`src/rtl/condlogic.sv`:
```
// Condition unit: NZCV flag register, condition evaluation, write-strobe gating and CondEx latch.
// Define COND_PERF_CNT_EN to build the executed/squashed instruction counters.
module condlogic #(
  parameter int CNT_W = 32
) (
  input  logic             clk,
  input  logic             reset,
  input  logic [3:0]       Cond,
  input  logic [3:0]       ALUFlags,
  input  logic [1:0]       FlagW,
  input  logic             PCS,
  input  logic             RegW,
  input  logic             MemW,
  input  logic             NoWrite,
  input  logic             CondExLatch,
  input  logic             CntClr,
  output logic [3:0]       Flags,
  output logic             CondEx,
  output logic             CondExReg,
  output logic             PCSrc,
  output logic             RegWrite,
  output logic             MemWrite,
  output logic [CNT_W-1:0] ExecCnt,
  output logic [CNT_W-1:0] SkipCnt
);

  logic       n, z, c, v;
  logic [1:0] flag_write;

  assign {n, z, c, v} = Flags;

  // Evaluated from the registered flags only; NV and any unlisted code resolve to 0, never x.
  always_comb begin
    CondEx = 1'b0;
    case (Cond)
      4'h0:    CondEx = z;
      4'h1:    CondEx = ~z;
      4'h2:    CondEx = c;
      4'h3:    CondEx = ~c;
      4'h4:    CondEx = n;
      4'h5:    CondEx = ~n;
      4'h6:    CondEx = v;
      4'h7:    CondEx = ~v;
      4'h8:    CondEx = c & ~z;
      4'h9:    CondEx = ~(c & ~z);
      4'hA:    CondEx = (n == v);
      4'hB:    CondEx = (n != v);
      4'hC:    CondEx = ~z & (n == v);
      4'hD:    CondEx = ~(~z & (n == v));
      4'hE:    CondEx = 1'b1;
      default: CondEx = 1'b0;
    endcase
  end

  assign flag_write = FlagW & {2{CondEx}};
  assign PCSrc      = PCS & CondEx;
  assign RegWrite   = RegW & CondEx & ~NoWrite;
  assign MemWrite   = MemW & CondEx;

  // N,Z and C,V halves update independently so logical ops can leave C,V untouched.
  always_ff @(posedge clk or posedge reset) begin
    if (reset) begin
      Flags <= 4'b0000;
    end else begin
      if (flag_write[1]) Flags[3:2] <= ALUFlags[3:2];
      if (flag_write[0]) Flags[1:0] <= ALUFlags[1:0];
    end
  end

  always_ff @(posedge clk or posedge reset) begin
    if (reset) begin
      CondExReg <= 1'b0;
    end else if (CondExLatch) begin
      CondExReg <= CondEx;
    end
  end

`ifdef COND_PERF_CNT_EN
  logic [CNT_W-1:0] exec_q, skip_q;
  localparam logic [CNT_W-1:0] CNT_MAX = {CNT_W{1'b1}};

  always_ff @(posedge clk or posedge reset) begin
    if (reset) begin
      exec_q <= '0;
      skip_q <= '0;
    end else if (CntClr) begin
      exec_q <= '0;
      skip_q <= '0;
    end else if (CondExLatch) begin
      if (CondEx) begin
        if (exec_q != CNT_MAX) exec_q <= exec_q + CNT_W'(1);
      end else begin
        if (skip_q != CNT_MAX) skip_q <= skip_q + CNT_W'(1);
      end
    end
  end

  assign ExecCnt = exec_q;
  assign SkipCnt = skip_q;
`else
  logic cntclr_unused;

  assign cntclr_unused = CntClr;
  assign ExecCnt       = '0;
  assign SkipCnt       = '0;
`endif

endmodule

```
`config.mk`:
```
export PLATFORM = sky130hd
export DESIGN_NAME = condlogic
export DESIGN_NICKNAME = d
export VERILOG_FILES = /design/src/rtl/condlogic.sv
export SDC_FILE = /design/constraint.sdc
export NUM_CORES = 1
export LEC_CHECK = 0
export ABC_CLOCK_PERIOD_IN_PS = 3800
export CAP_MARGIN = 20
export CORE_ASPECT_RATIO = 0.5
export CORE_MARGIN = 5
export CORE_UTILIZATION = 29
export DETAILED_ROUTE_END_ITERATION = 10
export GPL_TIMING_DRIVEN = 0
export HOLD_SLACK_MARGIN = 0.06
export PLACE_DENSITY_LB_ADDON = 0.1
export REMOVE_ABC_BUFFERS = 1
export SETUP_SLACK_MARGIN = 0.02
export SYNTH_ARGS = -nofsm -noshare
export SYNTH_HDL_FRONTEND = slang
export SYNTH_SLANG_ARGS = --single-unit
```
`constraint.sdc`:
```
create_clock -name clk -period 3.8 [get_ports clk]
set_clock_uncertainty 0.05 [all_clocks]
set_input_delay 0.95 -clock clk [delete_from_list [all_inputs] [get_ports clk]]
set_output_delay 0.95 -clock clk [all_outputs]
set_load 0.01 [all_outputs]
```
==> results.py <==
metrics = {
    "pwr": {
        "p_switching_uw": 180,
        "netSwitchingFraction_pct": 37.3,
        "p_seq_share_pct": 23.3,
        "p_per_area_nw_per_um2": 480,
        "leakagePower_nw": 0.534,
        "vdd_drop_max_mv": 0.238,
        "fin_total_pwr_uw": 484,
        "clock_power_share_pct": 19.4,
        "comb_power_share_pct": 57.2,
        "p_int_uw": 303,
    },
    "layout": {
        "seq_area_um2": 125,
        "final_util_pct": 34.1,
        "final_cells": 176,
        "fin_area_um2": 1010,
        "nets": 155,
        "drive_above_1_share_pct": 14.7,
        "area.growth.synth_to_final_pct": 14.0,
        "multi_input_area_um2": 522,
        "insertedDiodeCount": 0,
        "fill_cells": 307,
    },
    "placement": {
        "dp_hpwl_mm": 1.48,
        "dpl.cell_count": 169,
        "place_congestion": 0.727,
        "placed_area_um2": 936,
        "portBuffers": 25,
    },
    "global_routing": {
        "grt_max_degree": 11,
        "overflow": 0,
        "grt.total_usage_pct": 7.01,
        "grt_pass1_wl_mm": 2.40,
        "first_global_vias": 496,
        "antenna_found_initial": 0,
    },
    "floorplan": {
        "fp.coreArea_um2": 2960,
        "die_w_um": 88.1,
        "initial_core_util_pct": 29.9,
        "ios": 91,
        "die_area_um2": 4320,
        "dieHeight_um": 49.1,
        "rows": 14,
    },
    "yosys": {
        "synth_area_leader_cell": "buf_4",
        "synth_top_area_share_pct": 54.3,
        "syn_inst": 106,
        "yosys-top-cells-area": "buf_4, dfrtp_1, mux2_2",
        "synth_top_flop_cell": "dfrtp_1",
        "synth-seq-area-share_pct": 14.1,
        "synth-edff-count": 0,
        "avgSynthCellArea_um2": 8.35,
        "synth_most_common_cell": "buf_4",
        "yosysUniqueCellTypes": 24,
        "syn_area_um2": 885,
        "synth_common_cells": "buf_4, dfrtp_1, mux2_2",
        "async_flop_share_pct": 100,
        "ys_ff_latch": 5,
        "yosysWarnings": 0,
    },
    "critical_path": {
        "critPathCaptureType": "primary output",
        "critPathLaunchType": "input pin",
        "cp_slowest_cell": "or3_4",
        "reg2reg_depth": 7,
        "crit_start": "Cond[3]",
        "reg2reg_setup_slack_ns": 1.35,
        "critical_path.max_stage_delay_ns": 0.41,
        "critPathRequiredTime_ns": 2.80,
        "r2r_start": "Flags[2]",
        "path_cells": "buf_2 -> and3b_1 -> or3_1 -> a32o_2 -> or3_4 -> and3b_1 -> clkdlybuf4s15_1",
        "path_class": "input pin to primary output",
        "path_common_cell": "and3b_1",
        "worstReg2RegEnd": "Flags[3]",
        "cp.arrival_ns": 2.68,
        "crit_fanout": 8,
    },
    "timing": {
        "rsz0062_at_grt": "no",
        "setup_viol": 0,
        "hold_viol": 0,
        "slew_viol_final": 0,
        "fmax_ghz": 0.271,
        "layout_min_cycle_time_ns": 3.68,
        "whs_ns": 0.449,
        "finalCritPeriodShare_pct": 96.9,
    },
    "clock_network": {
        "cts_buffers": 3,
        "cts_sinks": 5,
        "cts_root_buf": "clkbuf_8",
        "h-tree-depth": 1,
        "clk_pin_slew_ns": 0.03,
        "cts_buffer_depth": 2,
        "cts_tree": "built",
        "clock_latency_ns": 0.21,
    },
    "drt": {
        "antenna_left": 0,
        "vias": 601,
        "viasPerCell": 3.41,
        "wl_per_cell_um": 9.83,
        "firstDrtPassIters": 4,
        "drc": 0,
        "drt_wl_total_mm": 1.73,
        "dr.first_iter.drc_count": 35,
    },
    "min_path": {
        "hold_depth": 1,
        "min_to": "CondExReg",
        "min_from": "CondExReg",
        "hp-class": "flip-flop to flip-flop",
    },
    "run_status": {
        "status": "completed",
    },
    "flow_run": {
        "drv_cap": 0,
    },
}
placed cells by master, fill, tap and decap left out, drive strengths merged:
cell	count
mux2	5
o211a	1
and2	2
clkbuf	5
inv	3
and3b	3
dlygate4sd2	2
clkdlybuf4s15	3
buf	5
dfrtp	5
xnor2	2
nand2	1
or3	2
nand3b	2
o31ai	2
o21ai	3
or4b	2
nor2	2
conb	64
nor4	1
a32o	1
a311oi	1
nor2b	1
o211ai	1
clkdlybuf4s50	17
critical path, delay by kind of cell:
kind,cells,cell delay [ns]
compound gates,1,0.26
buf+inv,2,0.36
simple gates,4,1.10
per-layer routing:
layer	vias to the layer above	track usage [%]	wire (um)	share of wire [%]
met5	-	0	0	0
met4	0	2.26	0	0
met3	0	1.69	254	15
met2	40	13.4	898	52
met1	276	7.51	577	33
li1	285	-	-	-
worst max-delay path by stage:
stage,slack (ns),cells past startpoint,to
floorplan,0.48,5,RegWrite
global placement,-0.61,7,MemWrite
detailed placement,-0.59,7,MemWrite
CTS,0.03,7,RegWrite
global route,0.05,7,RegWrite
finish,0.12,7,RegWrite
sequential cells by signal, summed over array words and instances, names as in the netlist:
register   cells
CondExReg      1
Flags          4
per-stage QoR:
step / TNS, ns / worst slack (ns)
after floorplan: 0 / 0.479
after global placement: -2.28 / -0.609
after detailed placement: -2.19 / -0.590
after CTS: 0 / 0.0273
after global routing: 0 / 0.0478
final: 0 / 0.116
power groups by stage:
stage	sequential [mW]	combinational (mW)	clock, mW
floorplan	0.117	0.134	0
global placement	0.115	0.257	0
detailed placement	0.114	0.257	0
CTS	0.114	0.272	0.0969
global route	0.119	0.300	0.103
finish	0.113	0.277	0.0940
cell type report:
| class | count | share of cell area (%) |
|---|---|---|
| multi-input combinational | 96 | 51.7 |
| inverter | 3 | 1.12 |
| timing repair buffer | 28 | 25.3 |
| clock buffer | 4 | 4.47 |
| sequential | 5 | 12.4 |
| tap | 40 | 4.96 |
what timing repair did:
item,in CTS,in global routing
hold buffers,0,0
buffers inserted,2,1
resized for setup,18,6
pin swaps,3,2
endpoints found under the setup margin,4,3
cells by family after synthesis:
logic type,share of synthesized area (%)
flip-flops,14.1
XOR/XNOR,1.98
buffers and inverters,56.2
AO/OA/AOI/OAI,7.50
AND/OR/NAND/NOR,13.0
other,0.424
multiplexers,6.79
No activity file was read; power rests on OpenSTA's default activity.
